--- src/rtl/mmu_pkg.sv ---
// mmu_pkg: shared types and constants for the TLB walk controller.
// Holds the walker state encoding, PTE field positions and the PTE address helper.
package mmu_pkg;

  localparam int MMU_VA_W      = 32;
  localparam int MMU_PAGE_BITS = 12;
  localparam int VPN_W         = MMU_VA_W - MMU_PAGE_BITS;
  localparam int PPN_W         = MMU_VA_W - MMU_PAGE_BITS;

  // PTE layout: [31:12] PPN, [1] dirty, [0] valid
  localparam int PTE_V       = 0;
  localparam int PTE_D       = 1;
  localparam int PTE_PPN_LSB = 12;

  typedef enum logic [2:0] {
    ST_IDLE      = 3'd0,
    ST_LOOKUP    = 3'd1,
    ST_CHECK     = 3'd2,
    ST_WALK_REQ  = 3'd3,
    ST_WALK_WAIT = 3'd4,
    ST_FILL      = 3'd5
  } walk_state_e;

  // Address of the PTE for a VPN: base + VPN*4, wrapping modulo 2^32.
  function automatic logic [MMU_VA_W-1:0] pte_addr(input logic [MMU_VA_W-1:0] i_ptbr,
                                                    input logic [VPN_W-1:0]    i_vpn);
    return i_ptbr + {{(MMU_VA_W-VPN_W-2){1'b0}}, i_vpn, 2'b00};
  endfunction

endpackage

--- src/rtl/tlb_walk_timeout.sv ---
// tlb_walk_timeout: loadable down-counter bounding the wait for a PTE.
// Loading starts a window of WALK_TIMEOUT counted cycles; o_expired flags
// the last cycle of that window.
module tlb_walk_timeout #(
  parameter int WALK_TIMEOUT = 255
) (
  input  logic clk,
  input  logic reset,
  input  logic i_load,
  input  logic i_en,
  output logic o_expired
);

  localparam int CNT_W = $clog2(WALK_TIMEOUT + 1);
  localparam logic [CNT_W-1:0] LOAD_VAL = CNT_W'(WALK_TIMEOUT - 1);
  localparam logic [CNT_W-1:0] CNT_ONE  = CNT_W'(1);

  logic [CNT_W-1:0] r_cnt;

  // Counter: load on walk handshake, count down while waiting, stop at zero.
  always_ff @(posedge clk or posedge reset) begin
    if (reset) begin
      r_cnt <= {CNT_W{1'b0}};
    end else if (i_load) begin
      r_cnt <= LOAD_VAL;
    end else if (i_en && (r_cnt != {CNT_W{1'b0}})) begin
      r_cnt <= r_cnt - CNT_ONE;
    end else begin
      r_cnt <= r_cnt;
    end
  end

  assign o_expired = (r_cnt == {CNT_W{1'b0}});

endmodule

--- src/rtl/tlb_walk_ctrl.sv ---
// tlb_walk_ctrl: sequencer in front of the 8-entry TLB. Looks up one request
// at a time, walks a single-level page table on a miss, fills the TLB and
// returns the physical address or a fault.
// Optional macro TLB_WALK_PERF_EN adds saturating perf_hits/perf_misses/perf_faults.
module tlb_walk_ctrl
  import mmu_pkg::*;
#(
  parameter int VA_W         = MMU_VA_W,
  parameter int PAGE_BITS    = MMU_PAGE_BITS,
  parameter int WALK_TIMEOUT = 255
) (
  input  logic                      clk,
  input  logic                      reset,
  input  logic                      req_valid,
  output logic                      req_ready,
  input  logic [VA_W-1:0]           req_vaddr,
  output logic                      resp_valid,
  output logic [VA_W-1:0]           resp_paddr,
  output logic                      resp_fault,
  input  logic [VA_W-1:0]           ptbr,
  output logic [VA_W-1:0]           tlb_vaddr,
  input  logic                      tlb_hit,
  input  logic [VA_W-1:0]           tlb_paddr,
  output logic                      tlb_we,
  output logic [VA_W-PAGE_BITS-1:0] tlb_vpn,
  output logic [VA_W-PAGE_BITS-1:0] tlb_ppn,
  output logic                      tlb_dirty,
  output logic                      mem_req_valid,
  input  logic                      mem_req_ready,
  output logic [VA_W-1:0]           mem_addr,
  input  logic                      mem_resp_valid,
  input  logic [VA_W-1:0]           mem_resp_data
`ifdef TLB_WALK_PERF_EN
  ,
  output logic [31:0]               perf_hits,
  output logic [31:0]               perf_misses,
  output logic [31:0]               perf_faults
`endif
);

  walk_state_e                 r_state;
  walk_state_e                 w_next;
  logic [VA_W-1:0]             r_vaddr;
  logic [VA_W-1:0]             r_ptbr;
  logic [VA_W-1:0]             r_mem_addr;
  logic [VA_W-PAGE_BITS-1:0]   r_pte_ppn;
  logic                        r_pte_d;

  logic                        w_resp_valid;
  logic                        w_resp_fault;
  logic [VA_W-1:0]             w_resp_paddr;
  logic                        w_tlb_we;
  logic                        w_mem_req_valid;
  logic                        w_to_load;
  logic                        w_to_en;
  logic                        w_to_expired;
  logic                        w_unused_pte_bits;

  // PTE bits [11:2] carry no meaning for this walker.
  assign w_unused_pte_bits = ^mem_resp_data[PTE_PPN_LSB-1:2];

  tlb_walk_timeout #(
    .WALK_TIMEOUT (WALK_TIMEOUT)
  ) u_timeout (
    .clk       (clk),
    .reset     (reset),
    .i_load    (w_to_load),
    .i_en      (w_to_en),
    .o_expired (w_to_expired)
  );

  // State register.
  always_ff @(posedge clk or posedge reset) begin
    if (reset) begin
      r_state <= ST_IDLE;
    end else begin
      r_state <= w_next;
    end
  end

  // Next-state and per-state strobes; response data is muxed here from the
  // registered TLB result or the latched PTE.
  always_comb begin
    w_next          = r_state;
    w_resp_valid    = 1'b0;
    w_resp_fault    = 1'b0;
    w_resp_paddr    = {VA_W{1'b0}};
    w_tlb_we        = 1'b0;
    w_mem_req_valid = 1'b0;
    w_to_load       = 1'b0;
    w_to_en         = 1'b0;
    case (r_state)
      ST_IDLE: begin
        if (req_valid) begin
          w_next = ST_LOOKUP;
        end else begin
          w_next = ST_IDLE;
        end
      end
      ST_LOOKUP: begin
        w_next = ST_CHECK;
      end
      ST_CHECK: begin
        if (tlb_hit) begin
          w_resp_valid = 1'b1;
          w_resp_paddr = tlb_paddr;
          w_next       = ST_IDLE;
        end else begin
          w_next       = ST_WALK_REQ;
        end
      end
      ST_WALK_REQ: begin
        w_mem_req_valid = 1'b1;
        if (mem_req_ready) begin
          w_to_load = 1'b1;
          w_next    = ST_WALK_WAIT;
        end else begin
          w_next    = ST_WALK_REQ;
        end
      end
      ST_WALK_WAIT: begin
        w_to_en = 1'b1;
        if (mem_resp_valid) begin
          if (mem_resp_data[PTE_V]) begin
            w_next       = ST_FILL;
          end else begin
            w_resp_valid = 1'b1;
            w_resp_fault = 1'b1;
            w_next       = ST_IDLE;
          end
        end else if (w_to_expired) begin
          w_resp_valid = 1'b1;
          w_resp_fault = 1'b1;
          w_next       = ST_IDLE;
        end else begin
          w_next       = ST_WALK_WAIT;
        end
      end
      ST_FILL: begin
        w_tlb_we     = 1'b1;
        w_resp_valid = 1'b1;
        w_resp_paddr = {r_pte_ppn, r_vaddr[PAGE_BITS-1:0]};
        w_next       = ST_IDLE;
      end
      default: begin
        w_next = ST_IDLE;
      end
    endcase
  end

  // Request, PTE address and PTE latches; vaddr stays stable for the TLB until
  // the next accept.
  always_ff @(posedge clk or posedge reset) begin
    if (reset) begin
      r_vaddr    <= {VA_W{1'b0}};
      r_ptbr     <= {VA_W{1'b0}};
      r_mem_addr <= {VA_W{1'b0}};
      r_pte_ppn  <= {(VA_W-PAGE_BITS){1'b0}};
      r_pte_d    <= 1'b0;
    end else begin
      if ((r_state == ST_IDLE) && req_valid) begin
        r_vaddr <= req_vaddr;
        r_ptbr  <= ptbr;
      end
      if ((r_state == ST_CHECK) && !tlb_hit) begin
        r_mem_addr <= pte_addr(r_ptbr, r_vaddr[VA_W-1:PAGE_BITS]);
      end
      if ((r_state == ST_WALK_WAIT) && mem_resp_valid && mem_resp_data[PTE_V]) begin
        r_pte_ppn <= mem_resp_data[VA_W-1:PTE_PPN_LSB];
        r_pte_d   <= mem_resp_data[PTE_D];
      end
    end
  end

  assign req_ready     = (r_state == ST_IDLE);
  assign resp_valid    = w_resp_valid;
  assign resp_fault    = w_resp_fault;
  assign resp_paddr    = w_resp_paddr;
  assign tlb_vaddr     = r_vaddr;
  assign tlb_we        = w_tlb_we;
  assign tlb_vpn       = r_vaddr[VA_W-1:PAGE_BITS];
  assign tlb_ppn       = r_pte_ppn;
  assign tlb_dirty     = r_pte_d;
  assign mem_req_valid = w_mem_req_valid;
  assign mem_addr      = r_mem_addr;

`ifdef TLB_WALK_PERF_EN
  logic [31:0] r_perf_hits;
  logic [31:0] r_perf_misses;
  logic [31:0] r_perf_faults;
  logic        w_ev_hit;
  logic        w_ev_miss;
  logic        w_ev_fault;

  assign w_ev_hit   = (r_state == ST_CHECK) && tlb_hit;
  assign w_ev_miss  = (r_state == ST_CHECK) && !tlb_hit;
  assign w_ev_fault = w_resp_valid && w_resp_fault;

  // Saturating event counters.
  always_ff @(posedge clk or posedge reset) begin
    if (reset) begin
      r_perf_hits   <= 32'd0;
      r_perf_misses <= 32'd0;
      r_perf_faults <= 32'd0;
    end else begin
      if (w_ev_hit && (r_perf_hits != 32'hFFFF_FFFF)) begin
        r_perf_hits <= r_perf_hits + 32'd1;
      end
      if (w_ev_miss && (r_perf_misses != 32'hFFFF_FFFF)) begin
        r_perf_misses <= r_perf_misses + 32'd1;
      end
      if (w_ev_fault && (r_perf_faults != 32'hFFFF_FFFF)) begin
        r_perf_faults <= r_perf_faults + 32'd1;
      end
    end
  end

  assign perf_hits   = r_perf_hits;
  assign perf_misses = r_perf_misses;
  assign perf_faults = r_perf_faults;
`endif

endmodule

--- config.mk ---
export PLATFORM = sky130hd
export DESIGN_NAME = tlb_walk_ctrl
export DESIGN_NICKNAME = d
export VERILOG_FILES = /design/src/rtl/mmu_pkg.sv /design/src/rtl/tlb_walk_timeout.sv /design/src/rtl/tlb_walk_ctrl.sv
export SDC_FILE = /design/constraint.sdc
export NUM_CORES = 1
export LEC_CHECK = 0
export ABC_AREA = 1
export CORE_ASPECT_RATIO = 1.25
export CORE_MARGIN = 5
export CORE_UTILIZATION = 40
export CTS_BUF_LIST = sky130_fd_sc_hd__clkbuf_8
export CTS_CLUSTER_SIZE = 40
export DETAILED_ROUTE_END_ITERATION = 10
export GPL_TIMING_DRIVEN = 0
export PLACE_DENSITY = 0.73
export SYNTH_ARGS = -nofsm -noshare
export SYNTH_HDL_FRONTEND = slang
export SYNTH_HIERARCHICAL = 1
export SYNTH_SLANG_ARGS = --single-unit
export TNS_END_PERCENT = 30
--- constraint.sdc ---
create_clock -name clk -period 4.8 [get_ports clk]
set_input_delay 0.48 -clock clk [delete_from_list [all_inputs] [get_ports clk]]
set_output_delay 0.48 -clock clk [all_outputs]
set_load 0.05 [all_outputs]
Word-level counts from Yosys, hierarchy flattened:

Cells that the tools add are included.

* output and inout port bits: 142
* bits in registers: 128
* input bits: 134
* logic and storage cells: 46

* equality and inequality tests: 5
* muxes and demuxes: 22
* add/sub/neg operators: 2
* reduce and logical (&&, ||, !) cells: 10

Operator list (number)
* 32-bit one-hot mux with 2 select lines: 1
* 32-bit by 22-bit adder with 32-bit output: 1
* 32-bit two-way mux: 1
* 8-bit two-way mux: 2
* 3-bit one-hot mux with 5 select lines: 1
* 3-bit two-way mux: 4
* 1-bit two-way mux: 11
* 8-bit logical NOT: 1
* 8-bit nonzero test: 1
* 8-bit by 1-bit subtractor with 8-bit output, second input constant: 1
* 3-bit by 2-bit == test with 1-bit output, second input constant: 2
* 3-bit == test, second input constant: 2
* 1-bit logical AND: 5
* 3-bit by 1-bit == test with 1-bit output, second input constant: 1
* 3-bit logical NOT: 1
* 1-bit one-hot mux with 3 select lines: 1
* 2-bit two-way mux: 1
* 2-bit nonzero test: 1
* 1-bit logical NOT: 1

Depth between registers and ports, before layout:

* word-level depth: 5
* gate-level depth with buffers: 13

By module:

The synthesis kept the hierarchy.

By module, submodules not included
* tlb_walk_ctrl: times used 1, area an instance 7140.6 µm², cells each 863
* tlb_walk_timeout: times used 1, area an instance 531.8 µm², cells each 77

Least setup slack after synthesis:

No wires, ideal clock.

* kind: register to output
* start: register u_timeout.r_cnt[0]
* end: output port resp_valid
* setup slack: 1.655 ns
* path buffers: 0
* arrival: 2.665 ns
* cell stages (with the launch flop): 10
* path through: dfrtp_1 inv_1 ha_1 nor3b_1 nand2_2 inv_1 o21ai_0 nor3_1 a31oi_1 nand2_1

* longest elaborated chain between the ends: 4

Ends and longest elaborated chain
* start: declaration: line tlb_walk_timeout.sv:18 `logic [CNT_W-1:0] r_cnt;`
* start signal: assignment: line tlb_walk_timeout.sv:23 `r_cnt <= {CNT_W{1'b0}};`
* start signal: assignment: line tlb_walk_timeout.sv:27 `r_cnt <= r_cnt - CNT_ONE;`
* start signal: assignment: line tlb_walk_timeout.sv:29 `r_cnt <= r_cnt;`
* 8-bit logical NOT: line tlb_walk_timeout.sv:33 `assign o_expired = (r_cnt == {CNT_W{1'b0}});`
* via w_to_expired: line tlb_walk_ctrl.sv:56 `logic w_to_expired;`
* 1-bit two-way mux: line tlb_walk_ctrl.sv:131 `end else if (w_to_expired) begin`
* 1-bit two-way mux: line tlb_walk_ctrl.sv:123 `if (mem_resp_valid) begin`
* 1-bit one-hot mux with 3 select lines: line tlb_walk_ctrl.sv:92 `case (r_state)`
* end: declaration: line tlb_walk_ctrl.sv:17 `output logic resp_valid,`

The timed path passes the listed nets, and every way through them passes these cells.

Worst setup path in the final report:

Ends and elaborated chain as after synthesis.

==> reports/qor.csv <==
metric,value,unit
min cycle time layout,3.39,ns
Post-Synthesis Cell Area,7670,um^2
vias per std cell,4.94,
Clock Tree Buf Depth,2,
Buf/Inv on CP,3,
status,"complete, no violations",
Critical Path RT,4.32,ns
first drt pass iteration count,6,
worst vdd ir,0.365,mV
syn_area_per_cell,8.16,um^2
largest area contributor in the netlist,dfrtp_1,
CTS root buffer,clkbuf_8,
sequential area share after synthesis,41.7,%
FILL cells,1707,
sequential share of power,21.9,%
final wirelength,25100,um
Power Dens Cells,846,nW/um^2
syn_nets,1097,
CP top delay family,buffers and inverters,
Nets,1381,
Area Growth Syn to Fin,44.3,%
Pint,4470,uW
Max Cap Viol,0,
CTS buffer count,17,
CP max FO,7,
GRT overflow,0,
Critical Path AT,2.91,ns
Fin. Hold Viols,0,
Max Fclk,0.295,GHz
R2R depth,13,
RePlAce Congestion,0.977,
height of the die,165,um
I/O Pins,276,
Logic pwr share,67.1,%
Avg WL per Cell,17.1,um
Initial Utilization,40.7,%
net switching power,4890,uW
worst r2r src,tlb_vaddr[12],
CTS tree,done,
# hold bufs at CTS,0,
Worst setup EP type,primary output,
port buffer count,264,
Die Wd,134,um
CTS resizes,0,
largest net degree at the start of global routing,84,
Post-synth ARST share,100,%
# rows,56,
Startpoint Class,flip-flop,
post-CTS setup buffer count,0,
# DRC,0,
synth unique cells,34,
critical-path cell list,inv_1 > ha_1 > nor3b_1 > nand2_2 > inv_1 > o21ai_0 > nor3_1 > a31oi_1 > nand2_1 > clkdlybuf4s50_1,
post-route ant nets,0,
Post-synth EDFFs,0,
clock power share,11.0,%
Yosys reg bits,128,
first-pass GRT wire length,38900,um
Max H-tree Level,4,
share of cells above drive strength 1,12.9,%
GRT Total Usage,22.9,%
Slew @ Worst Pin,0.634,ns
die area,22100,um^2
R2R setup slack,2.39,ns
vias in the first global route,7458,
synth cell count leaders,"nand2_1 (301), dfrtp_1 (128), inv_1 (109)",
Final Cycle Share,70.6,%
hpwl dp,20300,um
Leakage,0.00545,uW
Synth warnings,6,
"Top FF cell, synth",dfrtp_1,
Starting DRT DRC Count,425,
"Slowest-stage cell, CP",clkdlybuf4s50_1,
Worst path max stage delay,0.81,ns
Slew HR,57.6,%
antenna violations before repair,2,
clk sinks,128,
Max Transition Viols Final,0,
critical path's most frequent cell,inv_1,
top cell type's share of synthesized area,41.7,%
Mapped Cells,940,
synth top area cells,"dfrtp_1 (42%), nand2_1 (15%), mux2_4 (8.8%), inv_1 (5.3%), nand3_1 (4.0%)",
top-count cell post-synth,nand2_1,
"Reg clk slew, reported paths",0.07,ns
worst hold path class,in2async,
final setup fails,0,
Net Sw Frac,52.2,%
crit path kind,reg2out,
reg2reg end,mem_addr[18],
Worst-Skew Late Latency,0.45,ns
Setup TNS Final,0,ns
final total power,9360,uW
core area,18800,um^2
RSZ-0062 raised after global routing,no,
clock skew,0.0145,ns
via count,7261,
-- per-layer routing --
layer  wire (um)  share of wire [%]  track usage, %
met5          13              0.052               0
met4         756                3.0            9.07
met3        1980                7.9            7.19
met2       12900                 51            41.8
met1        9470                 38            24.5
-- worst max path at each step --
stage | start | to | slack, ns | depth (start not counted)
after floorplan | reset | mem_addr[0] | 1.13 | 1
after global placement | reset | tlb_vaddr[19] | -0.85 | 2
after detailed placement | tlb_hit | resp_paddr[3] | 1.81 | 5
after CTS | u_timeout/r_cnt[0] | resp_valid | 1.39 | 10
after global routing | u_timeout/r_cnt[0] | resp_valid | 1.19 | 10
final | u_timeout/r_cnt[0] | resp_valid | 1.41 | 10
-- metrics by stage --
stage               utilization (%)  std cells  hold slack, ns  setup slack [ns]  area (um^2)
detailed placement             56.4       1437           0.464              1.81        10600
global route                   58.7       1470           0.425              1.19        11100
CTS                            58.7       1469           0.396              1.39        11100
finish                         58.7       1470           0.409              1.41        11100
floorplan                         -        940           0.296              1.13         7670
global placement               56.3       1436           0.455            -0.846        10600
-- cell type report --
class / count / area, um^2 / share of cell area, %
timing repair buffer: 265 / 2670 / 24.1
sequential: 128 / 3200 / 28.9
inverter: 114 / 433 / 3.91
antenna: 1 / 2.50 / 0.0226
clock buffer: 17 / 234 / 2.11
clock inverter: 15 / 194 / 1.75
buffer: 47 / 325 / 2.94
tap: 232 / 290 / 2.62
multi-input combinational: 651 / 3720 / 33.6
-- cell families (layout without fill, tap and decap cells) --
family          Yosys count  after routing  share of synthesized area [%]
compound gates           89             89                           5.98
flops                   128            128                           41.7
other cells               0              1                              0
simple gates            460            460                           25.2
mux                      68             68                           12.2
fa+ha+maj                23             23                           3.85
xor+xnor                 11             11                           1.26
buf+inv                 161            458                           9.82
-- layout by cell type, fill, tap and decap left out, types with 6 or more instances in the layout --
cell type / n
nand2_1: 301
o21ai_0: 42
xnor2_1: 9
nand2_2: 6
clkbuf_8: 17
clkdlybuf4s50_1: 264
nand3b_1: 6
mux2_4: 45
buf_4: 21
nand4_1: 8
o21ai_1: 8
nor2_1: 56
nor3_1: 9
clkbuf_1: 9
a21oi_1: 31
ha_1: 22
buf_6: 8
inv_1: 109
buf_2: 8
nand3_1: 61
mux2_2: 23
dfrtp_1: 128
-- power groups by stage --
stage	sequential (uW)	combinational, uW	clock, uW
after global routing	2140	6740	1090
after floorplan	3200	3190	0
after global placement	2060	6200	0
after detailed placement	2070	6270	0
final	2060	6280	1030
after CTS	2060	6300	1050
-- registers in the layout (all words and copies together), names as in the netlist --
name	cells
tlb_dirty	1
r_ptbr	32
tlb_vaddr	32
tlb_ppn	20
u_timeout/r_cnt	8
mem_addr	32
r_state	3
No activity file was read; power rests on OpenSTA's default activity.
